$ cat src/rtl/vga_colproc_pkg.sv
// Shared colour-depth encodings, FSM state codes and per-phase word bookkeeping
// for the colour processor.
package vga_colproc_pkg;

   typedef logic [1:0] cd_t;

   localparam cd_t CD_8  = 2'b00;
   localparam cd_t CD_16 = 2'b01;
   localparam cd_t CD_24 = 2'b10;
   localparam cd_t CD_32 = 2'b11;

   localparam logic [1:0] S_WORD = 2'd0;
   localparam logic [1:0] S_PIX  = 2'd1;
   localparam logic [1:0] S_CLUT = 2'd2;

   // 24bpp: phases 0..2 each start on a fresh word, phase 3 finishes the third word
   function automatic logic needs_word_f(input cd_t cd, input logic [1:0] phase);
      case (cd)
         CD_8, CD_16: return (phase == 2'd0);
         CD_24:       return (phase != 2'd3);
         default:     return 1'b1;
      endcase
   endfunction

   function automatic logic last_pixel_f(input cd_t cd, input logic [1:0] phase);
      case (cd)
         CD_8:    return (phase == 2'd3);
         CD_16:   return (phase == 2'd1);
         CD_24:   return (phase == 2'd3);
         default: return 1'b1;
      endcase
   endfunction

endpackage

$ cat src/rtl/vga_colproc_unpack.sv
// Combinational pixel extraction and colour expansion for one unpack phase.
module vga_colproc_unpack
   import vga_colproc_pkg::*;
(
   input  logic [31:0] word,
   input  logic [15:0] resid,
   input  logic [1:0]  phase,
   input  cd_t         cd,
   input  logic        pc,
   output logic [23:0] rgb,
   output logic [7:0]  clut_idx,
   output logic        last_pixel,
   output logic        needs_word
);

   logic [7:0]  byte_sel;
   logic [15:0] half_sel;

   always_comb begin
      case (phase)
         2'd0:    byte_sel = word[31:24];
         2'd1:    byte_sel = word[23:16];
         2'd2:    byte_sel = word[15:8];
         default: byte_sel = word[7:0];
      endcase
      half_sel = phase[0] ? word[15:0] : word[31:16];

      rgb = 24'h0;
      case (cd)
         CD_8:  rgb = pc ? 24'h0 : {3{byte_sel}};
         CD_16: rgb = {half_sel[15:11], half_sel[15:13],
                       half_sel[10:5],  half_sel[10:9],
                       half_sel[4:0],   half_sel[4:2]};
         // residual holds the tail bytes of the previous word
         CD_24: begin
            case (phase)
               2'd0:    rgb = word[31:8];
               2'd1:    rgb = {resid[7:0], word[31:16]};
               2'd2:    rgb = {resid, word[31:24]};
               default: rgb = word[23:0];
            endcase
         end
         default: rgb = word[23:0];
      endcase
   end

   assign clut_idx   = byte_sel;
   assign last_pixel = last_pixel_f(cd, phase);
   assign needs_word = needs_word_f(cd, phase);

endmodule

$ cat src/rtl/vga_colproc.sv
// Colour processor: unpacks video words into RGB pixels for the line FIFO,
// with optional CLUT lookup in 8bpp pseudo-colour mode.
module vga_colproc
   import vga_colproc_pkg::*;
(
   input  logic        clk_i,
   input  logic        nrst_i,
   input  logic        ctrl_ven,
   input  logic [1:0]  ctrl_cd,
   input  logic        ctrl_pc,
   input  logic        clut_bank_i,
   input  logic [31:0] vdat_i,
   input  logic        vdat_empty_i,
   output logic        vdat_rreq_o,
   output logic        clut_req_o,
   output logic [8:0]  clut_adr_o,
   input  logic        clut_ack_i,
   input  logic [23:0] clut_q_i,
   output logic [23:0] rgb_o,
   output logic        rgb_we_o,
   input  logic        lf_full_i
);

   logic [1:0]  state_reg, state_next;
   logic [1:0]  phase_reg, phase_next;
   logic [31:0] word_reg, word_next;
   logic [15:0] resid_reg, resid_next;
   logic [23:0] pix_reg, pix_next;
   logic        pix_valid_reg, pix_valid_next;
   logic [8:0]  clut_adr_reg, clut_adr_next;
   cd_t         cd_reg, cd_next;
   logic        pc_reg, pc_next;
   logic        ven_d_reg;

   logic        enable, pix_free, need_word, avail, step, use_clut, last_pixel;
   logic [31:0] word_cur;
   logic [23:0] unpack_rgb;
   logic [7:0]  clut_idx;
   logic [1:0]  phase_adv;

   vga_colproc_unpack u_unpack (
      .word       (word_cur),
      .resid      (resid_reg),
      .phase      (phase_reg),
      .cd         (cd_reg),
      .pc         (pc_reg),
      .rgb        (unpack_rgb),
      .clut_idx   (clut_idx),
      .last_pixel (last_pixel),
      .needs_word (need_word)
   );

   // the first enabled cycle only latches the mode, so no work starts on stale cd/pc
   assign enable    = ctrl_ven & ven_d_reg;
   assign pix_free  = ~pix_valid_reg | ~lf_full_i;
   assign word_cur  = need_word ? vdat_i : word_reg;
   assign avail     = ~need_word | ~vdat_empty_i;
   assign step      = enable & (state_reg != S_CLUT) & pix_free & avail;
   assign use_clut  = (cd_reg == CD_8) & pc_reg;
   assign phase_adv = last_pixel ? 2'd0 : 2'(phase_reg + 2'd1);

   assign rgb_we_o    = pix_valid_reg & ~lf_full_i;
   assign vdat_rreq_o = step & need_word;
   assign clut_req_o  = (state_reg == S_CLUT);
   assign clut_adr_o  = clut_adr_reg;
   assign rgb_o       = pix_reg;

   always_comb begin
      state_next     = state_reg;
      phase_next     = phase_reg;
      word_next      = word_reg;
      resid_next     = resid_reg;
      pix_next       = pix_reg;
      pix_valid_next = pix_valid_reg & ~rgb_we_o;
      clut_adr_next  = clut_adr_reg;
      cd_next        = cd_reg;
      pc_next        = pc_reg;

      if (ctrl_ven & ~ven_d_reg) begin
         cd_next = ctrl_cd;
         pc_next = ctrl_pc;
      end

      if (step) begin
         phase_next = phase_adv;
         if (need_word) begin
            word_next  = vdat_i;
            resid_next = vdat_i[15:0];
         end
         if (use_clut) begin
            state_next    = S_CLUT;
            clut_adr_next = {clut_bank_i, clut_idx};
         end else begin
            pix_next       = unpack_rgb;
            pix_valid_next = 1'b1;
            state_next     = needs_word_f(cd_reg, phase_adv) ? S_WORD : S_PIX;
         end
      end else if (enable && (state_reg == S_CLUT) && clut_ack_i) begin
         // register is guaranteed free here: launch required it free
         pix_next       = clut_q_i;
         pix_valid_next = 1'b1;
         state_next     = needs_word_f(cd_reg, phase_reg) ? S_WORD : S_PIX;
      end

      if (!ctrl_ven) begin
         state_next     = S_WORD;
         phase_next     = 2'd0;
         word_next      = 32'h0;
         resid_next     = 16'h0;
         pix_next       = 24'h0;
         pix_valid_next = 1'b0;
         clut_adr_next  = 9'h0;
      end
   end

   always_ff @(posedge clk_i or negedge nrst_i) begin
      if (!nrst_i) begin
         state_reg     <= S_WORD;
         phase_reg     <= 2'd0;
         word_reg      <= 32'h0;
         resid_reg     <= 16'h0;
         pix_reg       <= 24'h0;
         pix_valid_reg <= 1'b0;
         clut_adr_reg  <= 9'h0;
         cd_reg        <= CD_8;
         pc_reg        <= 1'b0;
         ven_d_reg     <= 1'b0;
      end else begin
         state_reg     <= state_next;
         phase_reg     <= phase_next;
         word_reg      <= word_next;
         resid_reg     <= resid_next;
         pix_reg       <= pix_next;
         pix_valid_reg <= pix_valid_next;
         clut_adr_reg  <= clut_adr_next;
         cd_reg        <= cd_next;
         pc_reg        <= pc_next;
         ven_d_reg     <= ctrl_ven;
      end
   end

endmodule

$ cat config.mk
export PLATFORM = sky130hd
export DESIGN_NAME = vga_colproc
export DESIGN_NICKNAME = d
export VERILOG_FILES = /design/src/rtl/vga_colproc_pkg.sv /design/src/rtl/vga_colproc_unpack.sv /design/src/rtl/vga_colproc.sv
export SDC_FILE = /design/constraint.sdc
export NUM_CORES = 1
export LEC_CHECK = 0
export ABC_AREA = 1
export BUFFER_PORTS_ARGS = -buffer_cell sky130_fd_sc_hd__buf_2
export CELL_PAD_IN_SITES_DETAIL_PLACEMENT = 1
export CELL_PAD_IN_SITES_GLOBAL_PLACEMENT = 2
export CORE_ASPECT_RATIO = 0.8
export CORE_MARGIN = 2
export CORE_UTILIZATION = 31
export CTS_CLUSTER_SIZE = 28
export DETAILED_ROUTE_END_ITERATION = 8
export GPL_TIMING_DRIVEN = 0
export PLACE_DENSITY_LB_ADDON = 0.1
export SLEW_MARGIN = 15
export SYNTH_ARGS = -nofsm -noshare
export SYNTH_HDL_FRONTEND = slang
export SYNTH_HIERARCHICAL = 1
export SYNTH_SLANG_ARGS = --single-unit
$ cat constraint.sdc
create_clock -name clk_i -period 2.95 [get_ports clk_i]
set_clock_uncertainty 0.05 [all_clocks]
set_input_delay 0.4425 -clock clk_i [delete_from_list [all_inputs] [get_ports clk_i]]
set_output_delay 0.4425 -clock clk_i [all_outputs]
set_load 0.02 [all_outputs]
; Word-level counts from Yosys, hierarchy flattened
; Cells that the tools add are included.
[word_totals]
reg_bits = 90
input_bits = 66
word_cells = 90
[op_classes]
addsub = 1
eq_ne = 14
n_mux = 38
bitwise_logic = 17
n_reduce_logical = 10
[ops]
columns = operator, count
row1 = $pmux 24 s3, 2
row2 = $mux 24, 5
row3 = $mux 32, 3
row4 = $mux 16, 4
row5 = $mux 9, 3
row6 = $pmux 8 s3, 1
row7 = $mux 2, 7
row8 = $mux 1, 10
row9 = $and 1x1->1, 9
row10 = $eq 2x2->1 const B, 4
row11 = $logic_not 2->1, 3
row12 = $ne 2x1->1 const B, 3
row13 = $ne 2x2->1 const B, 3
row14 = $not 1->1, 6
row15 = $pmux 1 s2, 3
row16 = $reduce_and 2->1, 3
row17 = $eq 2x1->1 const B, 2
row18 = $reduce_or 2->1, 2
row19 = $ne 3x1->1 const B, 1
row20 = $ne 3x3->1 const B, 1
row21 = $add 2x1->2 const B, 1
row22 = $logic_and 1x1->1, 2
row23 = $or 1x1->1, 2

; Logic depth before layout (Yosys ltp)
; Gate-level depths: netlist of the first run.
[depth]
ltp_word = 12
mapped_depth = 20
depth_no_buf = 17

; Cells and area by module
; Netlist of the first run, hierarchy kept.
[modules_own_cells]
columns = mod, instances, cells_each, area_each_um2, seq_area_each_um2
row1 = vga_colproc, 1, 544, 4352.9, 2252.2
row2 = vga_colproc_unpack, 1, 340, 1614.0, 0.0

; Least setup slack after synthesis of the first run
; No wires, ideal clock.
[synth_path]
path_type = flip-flop to flip-flop
from = register phase_reg[0]
to = register pix_reg[3] (netlist: rgb_o[3])
setup_time_ps = 116
t_arrival_ps = 2386
required_ps = 2784
slack_ps = 398
path_stages_with_launch = 18
n_path_buf = 4
cell_sequence = dfrtp_1 buf_4 nor2_4 buf_2 nor2_1 a21oi_1 buf_2 buf_1 o21a_1 inv_1 o21ai_0 nand3_1 a21oi_1 nand3_1 nand2_1 nand2_1 nand2_1 nand2_1
[synth_between]
elab_chain_cells = 9
[synth_rtl]
columns = item, line
row1 = start: declaration, vga_colproc.sv:25  ; logic [1:0] phase_reg, phase_next;
row2 = start signal: assignment, vga_colproc.sv:130  ; phase_reg <= phase_next;
row3 = $ne 2x2->1 / $logic_not 2->1 (equally long branches), "vga_colproc_pkg.sv:20, vga_colproc_pkg.sv:19"
row4 = $pmux 1 s2 (*), vga_colproc_pkg.sv:18  ; case (cd)
row5 = named net need_word, vga_colproc.sv:35  ; logic enable, pix_free, need_word, avail, step, use_clut, last_pixel;
row6 = $mux 32 (*), --
row7 = named net word_cur[19], vga_colproc.sv:36  ; logic [31:0] word_cur;
row8 = $pmux 8 s3, vga_colproc_unpack.sv:20  ; case (phase)
row9 = $mux 24, vga_colproc_unpack.sv:30  ; CD_8: rgb = pc ? 24'h0 : {3{byte_sel}};
row10 = $pmux 24 s3 (*), vga_colproc_unpack.sv:29  ; case (cd)
row11 = named net unpack_rgb[3], vga_colproc.sv:37  ; logic [23:0] unpack_rgb;
row12 = $mux 24 (*), vga_colproc.sv:90  ; if (use_clut) begin
row13 = $mux 24 (*), vga_colproc.sv:84  ; if (step) begin
row14 = $mux 24 (*), vga_colproc.sv:105  ; if (!ctrl_ven) begin
row15 = end signal: assignment, vga_colproc.sv:133  ; pix_reg <= pix_next;
row16 = end: declaration, vga_colproc.sv:28  ; logic [23:0] pix_reg, pix_next;
; Mark *: on every way through the listed nets, which the timed path passes. The rest lies on a longest branch. The select of a mux whose other input is x is not followed.
; A chain may end at the register's enable or synchronous reset.

; Worst setup path in the final report of the first run
[layout_path]
from = register phase_reg[0]
to = output port vdat_rreq_o
[layout_between]
elab_chain_cells = 6
[layout_rtl]
columns = item, line
row1 = $ne 2x2->1 / $logic_not 2->1 (equally long branches), "vga_colproc_pkg.sv:20, vga_colproc_pkg.sv:19"
row2 = $pmux 1 s2 (*), vga_colproc_pkg.sv:18
row3 = named net need_word, vga_colproc.sv:35
row4 = $not 1->1, vga_colproc.sv:57  ; assign avail = ~need_word | ~vdat_empty_i;
row5 = $or 1x1->1, vga_colproc.sv:57
row6 = $and 1x1->1, vga_colproc.sv:58  ; assign step = enable & (state_reg != S_CLUT) & pix_free & avail;
row7 = $and 1x1->1 (*), vga_colproc.sv:63  ; assign vdat_rreq_o = step & need_word;
row8 = end: declaration, vga_colproc.sv:14  ; output logic vdat_rreq_o,
; Mark *: on every way through the listed nets, which the timed path passes. The rest lies on a longest branch.

==> flow_summary.json, run 1 <==
{
  "synthTopCellsByArea": "dfrtp_1 38%, nand2_1 21%, nand3_1 7.5%",
  "pre_cts_ws_ns": -0.899,
  "final_common_cell": "nand2_1",
  "path_buf_inv": 5,
  "drt-total-wl_mm": 23.9,
  "drv_slew": 0,
  "cp_max_fo": 17,
  "cts_tree": "built",
  "p_leak_uw": 0.00396,
  "yosysWarnings": 6,
  "grt_pass1_wl_mm": 38.3,
  "power.share.switching_pct": 37.4,
  "io_pins": 102,
  "grtUsageTotal_pct": 24.4,
  "final_cell_mix": "325 x nand2_1, 121 x buf_2, 88 x dfrtp_1",
  "p_clk_share_pct": 31.2,
  "fmax_mhz": 359,
  "crit_chain": "buf_4, nor2_4, buf_6, nor2_1, a21oi_2, buf_4, nand2_1, nand2_1, nor2_8, nand2_4, inv_1, buf_2",
  "relSlewSlack_pct": 54.8,
  "cp-start-kind": "flip-flop",
  "synth-seq-cells": 90,
  "viasPerCell": 5.07,
  "die-area_mm2": 0.0204,
  "grt_max_degree": 54,
  "clk-insertion-delay-late_ns": 0.36,
  "n_antenna_cell": 0,
  "setup_viol_count_final": 0,
  "ys_types": 32,
  "start_util_pct": 31.5,
  "ys_seq_area_share_pct": 37.7,
  "dpl.hpwl_mm": 19.2,
  "yosysTopAreaCellShare_pct": 37.7,
  "tightest_slew_ns": 0.678,
  "fin_crit_sh_pct": 94.4,
  "cpPeakStageDelay_ns": 0.37,
  "cp.required_ns": 2.46,
  "syn_area_per_cell_um2": 6.75,
  "powerDensity_mw_per_mm2": 556,
  "syn-cell-area_mm2": 0.00597,
  "rsz0062_at_grt": "yes",
  "wl_met2_mm": 10.6,
  "worst_path_max_delay_cell": "dfrtp_1",
  "h-tree-depth": 3,
  "vdd_ir_drop_max_v": 0.000231,
  "cp_top_family": "simple AND/OR/NAND/NOR gates",
  "power_uw": 4110,
  "cts.sinks": 90,
  "crit_type": "reg -> out",
  "first_pass_iters": 4,
  "place_congestion": 0.916,
  "hold_class": "in -> reg",
  "vias": 6441,
  "p_sw_uw": 1540,
  "coreArea_mm2": 0.0189,
  "num_rows": 45,
  "critPathArrivalTime_ns": 2.29,
  "hold_viol": 0,
  "dr.first_iter.drc_count": 382,
  "internal_power_uw": 2570,
  "grt_pass1_vias": 6670,
  "syn_inst": 884,
  "cts_buffers": 9,
  "p_seq_share_pct": 34.0,
  "drive_above_1_share_pct": 22.8,
  "whs_ns": 0.173,
  "tns_ns": 0,
  "yosysTopAreaCell": "dfrtp_1",
  "drc": 0,
  "area_growth_syn_to_layout_pct": 23.9,
  "highest_layer": "met4",
  "cts_root_buf": "clkbuf_16",
  "drv_cap": 0,
  "gr-total-overflow": 0,
  "setup_slack_ns": 0.165,
  "drt.antenna.violating_nets": 0,
  "die_height_um": 128,
  "dieWidth_um": 159,
  "antenna_found_initial": 0,
  "clock_path_buffers": 2,
  "status": "finished, final reports clean",
  "end_kind": "output pin",
  "comb_power_share_pct": 34.8,
  "nFillCells": 2497,
  "clkTransAtPathRegs_ns": 0.06,
  "wl_met1_mm": 12.2,
  "period_needed_ns": 2.78,
  "synthesis.nets": 952,
  "port_buffers": 101,
  "final_nets": 1076,
  "wl_met3_um": 944,
  "routedWlPerCell_um": 18.8,
  "largest_reg_flops": 32
}
[power groups by stage]
stage               logic [uW]  registers [uW]  clock network (uW)
floorplan                  787            1470                   0
global placement          1320            1420                   0
detailed placement        1330            1420                   0
CTS                       1370            1400                1310
global route              1580            1410                1350
finish                    1430            1400                1280
[worst register-to-register path: stages, from the launching register on]
cell,delay (ns)
dfrtp_1,0.40
buf_4,0.20
nor2_4,0.12
buf_6,0.11
nor2_1,0.04
a21oi_2,0.12
buf_4,0.15
buf_12,0.15
buf_8,0.14
o21a_1,0.14
inv_1,0.12
o211ai_1,0.40
nand4_1,0.23
nand2_1,0.15
nand2_1,0.06
nand2_1,0.06
nand2_1,0.05
[cells in the mapped netlist]
master and count:
a21oi_1 30, a22oi_1 1, a31oi_1 2, buf_1 7, buf_2 24, buf_4 9, buf_6 6, clkbuf_1 8
dfrtp_1 90, ha_1 2, inv_1 89, inv_2 8, mux2_2 1, nand2_1 327, nand2_2 8, nand2_4 1
nand3_1 89, nand3_2 1, nand4_1 17, nand4_2 6, nor2_1 45, nor2_2 2, nor2_4 3, nor2_8 1
nor3_1 2, nor3_4 1, o211ai_1 1, o21a_1 32, o21ai_0 36, o21ai_1 1, o22ai_1 33, or2_2 1
[kinds of logic after synthesis]
logic type,after synthesis,share of synthesized area (%)
AO/OA/AOI/OAI,136,13.6
adder cells (fa/ha/maj),2,0.419
flip-flops,90,37.7
multiplexers,1,0.189
AND/OR/NAND/NOR,504,36.8
buffers and inverters,151,11.3
[repair_timing]
action	CTS	global route
endpoints found under the hold margin	37	0
setup buffers	2	9
setup endpoints to repair	34	25
resized for setup	35	25
hold buffers	1	0
pin swaps	2	8
[per-layer routing]
layer	track usage, %	vias to the layer above
met5	0	-
met1	35.9	3200
met3	3.66	15
met4	3.90	0
li1	-	3099
met2	38.5	127
[path summary, 6_finish.rpt]
kind	from	to	slack, ns	cells after the start
hold reg to reg	rgb_o[14]$_DFFE_PN0P_	rgb_o[14]$_DFFE_PN0P_	0.43	2
setup / recovery	phase_reg[0]$_DFFE_PN0P_	vdat_rreq_o	0.17	12
max in group asynchronous	nrst_i	cd_reg[1]$_DFFE_PN0P_	1.71	3
min in group asynchronous	nrst_i	word_reg[12]$_DFFE_PN0P_	0.50	2
setup reg to reg	phase_reg[0]$_DFFE_PN0P_	rgb_o[6]$_DFFE_PN0P_	0.17	16
hold / removal	ctrl_ven	ven_d_reg$_DFF_PN0_	0.17	1
[through the flow]
step	utilization (%)	cell area, um^2	instances
floorplan	-	5970	884
finish	39.1	7390	1271
detailed placement	36.1	6830	1244
CTS	38.3	7250	1262
global placement	35.9	6800	1243
global route	39.1	7390	1271
[final cells by class]
cell class | count | area, um^2 | share of cell area, %
buffer | 53 | 380 | 5.15
clock buffer | 11 | 243 | 3.28
clock inverter | 5 | 77.6 | 1.05
inverter | 97 | 369 | 4.99
multi-input combinational | 643 | 3110 | 42.1
sequential | 90 | 2250 | 30.5
tap | 258 | 323 | 4.37
timing repair buffer | 114 | 632 | 8.55
Note: power is estimated with default switching activity, not from simulation.
==> inputs of run 2 (changes only) <==
--- a/config.mk
+++ b/config.mk
@@ -10,7 +10,7 @@
 export CELL_PAD_IN_SITES_DETAIL_PLACEMENT = 1
 export CELL_PAD_IN_SITES_GLOBAL_PLACEMENT = 2
 export CORE_ASPECT_RATIO = 0.8
-export CORE_MARGIN = 2
+export CORE_MARGIN = 3
 export CORE_UTILIZATION = 31
 export CTS_CLUSTER_SIZE = 28
 export DETAILED_ROUTE_END_ITERATION = 8
==> run 2 against run 1 <==
  * Sequential cell count unchanged
  * Cell count fell by 0.79%
  * Routed wire length about the same
  * Critical endpoint is now rgb_o[8]$_DFFE_PN0P_
  * Largest power group unchanged
==> flow_summary.json, run 2 (same netlist as run 1, synthesis figures left out) <==
{
  "status": "finished, final reports clean",
  "clock_path_buffers": 2,
  "cpPeakStageDelay_ns": 0.42,
  "powerDensity_mw_per_mm2": 559,
  "finalNonFillerCells": 1261,
  "register_area_mm2": 0.00226,
  "nFillCells": 2400,
  "cp_max_fo": 10,
  "setup_viol_count_final": 0,
  "drv_cap": 0,
  "die-area_mm2": 0.0210,
  "num_rows": 44,
  "grt_max_degree": 54,
  "worst_path_max_delay_cell": "dfrtp_2",
  "tightest_slew_ns": 0.582,
  "fin_crit_sh_pct": 94.8,
  "n_antenna_cell": 0,
  "coreArea_mm2": 0.0185,
  "die_height_um": 130,
  "start_util_pct": 32.3,
  "cp-start-kind": "flip-flop",
  "drt.antenna.violating_nets": 0,
  "area_growth_syn_to_layout_pct": 23.3,
  "cp.required_ns": 3.20,
  "first_pass_iters": 5,
  "dr.first_iter.drc_count": 414,
  "clk-insertion-delay-late_ns": 0.36,
  "dieWidth_um": 161,
  "routedWlPerCell_um": 19.0,
  "viasPerCell": 5.08,
  "cts_root_buf": "clkbuf_16",
  "final_nets": 1071,
  "gr-total-overflow": 0,
  "drt-total-wl_mm": 23.9,
  "port_buffers": 101,
  "grt_pass1_wl_mm": 37.7,
  "hold_viol": 0,
  "h-tree-depth": 3,
  "cts.sinks": 90,
  "dpl.hpwl_mm": 19.3,
  "pre_cts_ws_ns": -0.768,
  "critPathArrivalTime_ns": 3.05,
  "place_congestion": 0.926,
  "setup_slack_ns": 0.153,
  "power_uw": 4110,
  "utilization_pct": 39.8,
  "largest_reg_flops": 32,
  "dpl_cell_area_mm2": 0.00682,
  "p_leak_uw": 0.00393,
  "grtUsageTotal_pct": 23.5,
  "hold_class": "in -> reg",
  "grt_pass1_vias": 6659,
  "crit_type": "reg -> reg",
  "drive_above_1_share_pct": 22.0,
  "vdd_ir_drop_max_v": 0.000238,
  "relSlewSlack_pct": 61.2,
  "cts_buffers": 9,
  "crit_chain": "buf_4, nor2_4, buf_8, nor2_1, a21oi_4, clkbuf_8, nand2_1, o21a_1, inv_1, nand2_1, a21oi_1, a31oi_1, nand3_1, nand2_1, nand2_1, nand2_1, nand2_1",
  "drv_slew": 0,
  "cts_tree": "built",
  "fmax_mhz": 358,
  "critPathMostFrequentCell": "nand2_1",
  "clkTransAtPathRegs_ns": 0.07,
  "multi_input_area_mm2": 0.00311,
  "io_pins": 102,
  "dp_cells": 1239,
  "final_common_cell": "nand2_1",
  "design_area_mm2": 0.00736,
  "drc": 0,
  "final_cell_mix": "323 x nand2_1, 121 x buf_2, 87 x nand3_1, 87 x dfrtp_1, 81 x inv_1",
  "period_needed_ns": 2.80,
  "antenna_found_initial": 0,
  "vias": 6406,
  "end_kind": "flip-flop"
}
run 2: changes by cell type in the layout (fill, tap and decap cells not counted), sizes merged:
cell	delta
clkbuf	-1
buf	-5
clkinv	-1
inv	+1
clkinvlp	+1
run 2: repair_timing:
action	CTS	global route
hold buffers	1	0
hold endpoints to repair	37	0
pin swaps	2	7
setup endpoints to repair	34	24
resized for setup	37	20
buffers inserted	2	4
run 2: metal layers:
| layer | wire (um) | GRT usage (%) | vias to the layer above |
|---|---|---|---|
| met3 | 1430 | 5.62 | 27 |
| li1 | - | - | 3091 |
| met2 | 10400 | 36.3 | 152 |
| met1 | 11800 | 33.4 | 3136 |
| met5 | 0 | 0 | - |
| met4 | 337 | 5.77 | 0 |
run 2: per-stage QoR:
stage / hold slack [ns] / TNS, ns
2_1_floorplan: 0.0969 / 0
3_3_place_gp: 0.413 / -18.85
3_5_place_dp: 0.339 / -18.61
4_1_cts: 0.165 / 0
5_1_grt: 0.169 / -0.00785
6_report: 0.179 / 0
run 2: layout make-up:
cell class	instances	share of cell area, %
repair buffers	109	8.08
multi-input cells	643	42.2
clock inverters	6	1.21
inverters	97	4.98
plain buffers	53	5.31
well taps	253	4.30
clock buffers	10	3.25
flip-flops and latches	90	30.7
run 2: critical path: cells and delay by family, from the launching register on:
kind / cells / cell delay (ns)
buf+inv: 4 / 0.73
flops: 1 / 0.42
compound gates: 4 / 0.79
simple gates: 9 / 0.74
run 2: where the power goes:
part           switching, uW  internal [uW]
Combinational            953            465
Sequential              65.9           1340
Clock                    524            767
run 2: final timing paths:
check	startpoint	to	slack, ns	depth (start not counted)
max reg2reg	phase_reg[0]$_DFFE_PN0P_	rgb_o[8]$_DFFE_PN0P_	0.15	17
min reg2reg	rgb_o[0]$_DFFE_PN0P_	rgb_o[0]$_DFFE_PN0P_	0.43	2
max	phase_reg[0]$_DFFE_PN0P_	rgb_o[8]$_DFFE_PN0P_	0.15	17
max in group asynchronous	nrst_i	rgb_o[4]$_DFFE_PN0P_	1.71	3
min	ctrl_ven	ven_d_reg$_DFF_PN0_	0.18	1
min in group asynchronous	nrst_i	word_reg[27]$_DFFE_PN0P_	0.53	2
==> inputs of run 3 (changes only) <==
--- a/config.mk
+++ b/config.mk
@@ -5,13 +5,14 @@
 export SDC_FILE = /design/constraint.sdc
 export NUM_CORES = 1
 export LEC_CHECK = 0
-export ABC_AREA = 1
+export ABC_AREA = 0
 export BUFFER_PORTS_ARGS = -buffer_cell sky130_fd_sc_hd__buf_2
 export CELL_PAD_IN_SITES_DETAIL_PLACEMENT = 1
 export CELL_PAD_IN_SITES_GLOBAL_PLACEMENT = 2
 export CORE_ASPECT_RATIO = 0.8
 export CORE_MARGIN = 3
-export CORE_UTILIZATION = 31
+export CORE_UTILIZATION = 41
+export CTS_BUF_LIST = sky130_fd_sc_hd__clkbuf_8
 export CTS_CLUSTER_SIZE = 28
 export DETAILED_ROUTE_END_ITERATION = 8
 export GPL_TIMING_DRIVEN = 0
==> constraint.sdc (replaced) <==
create_clock -name clk_i -period 3.4 [get_ports clk_i]
set_clock_uncertainty 0.05 [all_clocks]
set_input_delay 0.51 -clock clk_i [delete_from_list [all_inputs] [get_ports clk_i]]
set_output_delay 0.51 -clock clk_i [all_outputs]
set_load 0.02 [all_outputs]
==> run 3 against run 2 <==
  * Non-clock buffer count rose by 16
  * Die area shrank 16%
  * Via count down 13%
  * Total power fell by 16%
  * Synthesized cell count decreased by 30%
  * Routed wire length is 4.7% lower
  * Sequential power fell by 11%
  * Setup slack worse by 0.10 ns
  * Fmax fell by 16%
==> flow_summary.json, run 3 <==
{
  "status": "finished, final reports clean",
  "drt.antenna.violating_nets": 0,
  "routedWlPerCell_um": 23.3,
  "drv_cap": 0,
  "crit_path_start": "phase_reg[0]$_DFFE_PN0P_",
  "place_congestion": 0.968,
  "antenna_found_initial": 0,
  "dp_cells": 934,
  "setup_viol_count_final": 0,
  "largest_reg_flops": 32,
  "dieWidth_um": 147,
  "nFillCells": 1718,
  "drc": 0,
  "p_leak_uw": 0.00392,
  "tightest_slew_ns": 0.779,
  "viasPerCell": 5.69,
  "cts.sinks": 90,
  "fin_crit_sh_pct": 98.5,
  "grtUsageTotal_pct": 26.1,
  "synthTopCellsByArea": "dfrtp_1 34%, mux2_2 21%, mux4_2 6.5%",
  "synthesis.nets": 690,
  "yosysTopAreaCellShare_pct": 34.3,
  "pre_cts_ws_ns": -0.961,
  "synthTopCellsByCount": "121 x mux2_2, 101 x nand2_1, 90 x dfrtp_1",
  "synth-seq-cells": 90,
  "drv_slew": 0,
  "grt_pass1_wl_mm": 35.3,
  "io_pins": 102,
  "hold_viol": 0,
  "crit_type": "reg -> reg",
  "cp.required_ns": 3.62,
  "final_cell_mix": "108 x buf_2, 104 x mux2_2, 101 x nand2_1",
  "clk-insertion-delay-late_ns": 0.39,
  "syn-cell-area_mm2": 0.00656,
  "syn_inst": 622,
  "synth_flop_cell": "dfrtp_1",
  "gr-total-overflow": 0,
  "synth_most_common_cell": "mux2_2",
  "final_nets": 829,
  "cts_hold_buf": 0,
  "ys_seq_area_share_pct": 34.3,
  "ys_async_sr_fraction_pct": 100,
  "yosysTopAreaCell": "dfrtp_1",
  "synth-edff-count": 0,
  "syn_area_per_cell_um2": 10.5,
  "yosysWarnings": 6,
  "vdd_ir_drop_max_v": 0.000198,
  "cp_max_fo": 8,
  "period_needed_ns": 3.35,
  "clkTransAtPathRegs_ns": 0.09,
  "fmax_mhz": 299,
  "finalNonFillerCells": 977,
  "end_kind": "flip-flop",
  "final_common_cell": "buf_2",
  "powerDensity_mw_per_mm2": 426,
  "whs_ns": 0.0353,
  "die_height_um": 119,
  "num_rows": 40,
  "r2r_start": "phase_reg[0]$_DFFE_PN0P_",
  "first_pass_iters": 5,
  "coreArea_mm2": 0.0153,
  "cts_buffers": 9,
  "dpl.hpwl_mm": 16.8,
  "hold_class": "in -> async",
  "drt-total-wl_mm": 22.8,
  "cts_tree": "built",
  "dr.first_iter.drc_count": 314,
  "critPathArrivalTime_ns": 3.57,
  "cp-start-kind": "flip-flop",
  "setup_slack_ns": 0.0502,
  "vias": 5558,
  "ys_types": 47,
  "relSlewSlack_pct": 48.1,
  "grt_pass1_vias": 5924,
  "start_util_pct": 42.8,
  "cts_root_buf": "clkbuf_8",
  "h-tree-depth": 3,
  "die-area_mm2": 0.0176,
  "grt_max_degree": 57,
  "port_buffers": 101,
  "area_growth_syn_to_layout_pct": 23.5,
  "drive_above_1_share_pct": 45.6,
  "clock_path_buffers": 2
}
-- run 3: path summary, 6_finish.rpt --
check	end	slack, ns	cells after the start
min	pc_reg$_DFFE_PN0P_	0.04	1
min in group clk_i	ven_d_reg$_DFF_PN0_	0.25	1
max	rgb_o[4]$_DFFE_PN0P_	0.05	15
min reg2reg	rgb_o[12]$_DFFE_PN0P_	0.46	1
max in group asynchronous	resid_reg[7]$_DFFE_PN0P_	2.59	2
max reg2reg	rgb_o[4]$_DFFE_PN0P_	0.05	15
-- run 3: power by group --
group / leakage, uW / switching (uW) / total, uW / internal, uW
Combinational: 0.00263 / 816 / 1500 / 688
Clock: 0.0000918 / 428 / 699 / 271
Sequential: 0.00120 / 71.8 / 1250 / 1180
-- run 3: layout make-up --
| cell class | instances | area (um^2) | area share, % |
|---|---|---|---|
| Buffer | 48 | 455 | 5.62 |
| Timing Repair Buffer | 130 | 764 | 9.44 |
| Tap cell | 210 | 263 | 3.24 |
| Clock inverter | 7 | 51.3 | 0.633 |
| Inverter | 29 | 116 | 1.44 |
| Sequential cell | 90 | 2250 | 27.8 |
| Antenna cell | 1 | 2.50 | 0.0309 |
| Clock buffer | 9 | 124 | 1.53 |
| Multi-Input combinational cell | 453 | 4070 | 50.2 |
-- run 3: timing repair --
action,CTS,global route
cloned,3,1
endpoints found under the setup margin,33,23
buffers inserted,9,15
pin swaps,6,4
gates resized for setup,54,28
-- run 3: cell families after synthesis --
| kind of cell | Yosys count | share of synthesized area, % |
|---|---|---|
| AOI/OAI and AO/OA | 85 | 8.85 |
| xor gates and xnor gates | 1 | 0.134 |
| adders and majority gates | 2 | 0.381 |
| buffers and inverters | 79 | 6.58 |
| DFF | 90 | 34.3 |
| muxes | 188 | 36.4 |
| and+or+nand+nor | 177 | 13.3 |
-- run 3: per-stage QoR --
stage	cell area, um^2	utilization (%)	TNS [ns]	total power, uW
floorplan	6560	-	0	2130
global placement	7330	47.8	-21.34	2530
detailed placement	7360	48.0	-22.08	2570
CTS	7880	51.5	-0.0487	3390
global route	8100	52.9	-0.0465	3640
finish	8100	52.9	0	3450
-- run 3: routing by layer --
layer  part of all wire, %  track usage (%)  vias to the layer above
met1                    47             37.3                     2834
met5                     0                0                        -
met3                   6.4             5.52                       32
met2                    44             39.8                      189
li1                      -                -                     2503
met4                   2.4             8.21                        0
-- run 3: worst max-delay path: stages (launching register included) --
cell,delay [ns]
dfrtp_1,0.42
buf_6,0.14
buf_12,0.13
buf_12,0.13
inv_8,0.06
o21ai_4,0.06
a2bb2oi_4,0.19
buf_8,0.17
clkbuf_16,0.16
mux2_4,0.35
mux4_2,0.48
a222oi_1,0.26
mux2i_1,0.19
inv_1,0.12
mux2i_1,0.07
mux2_4,0.26
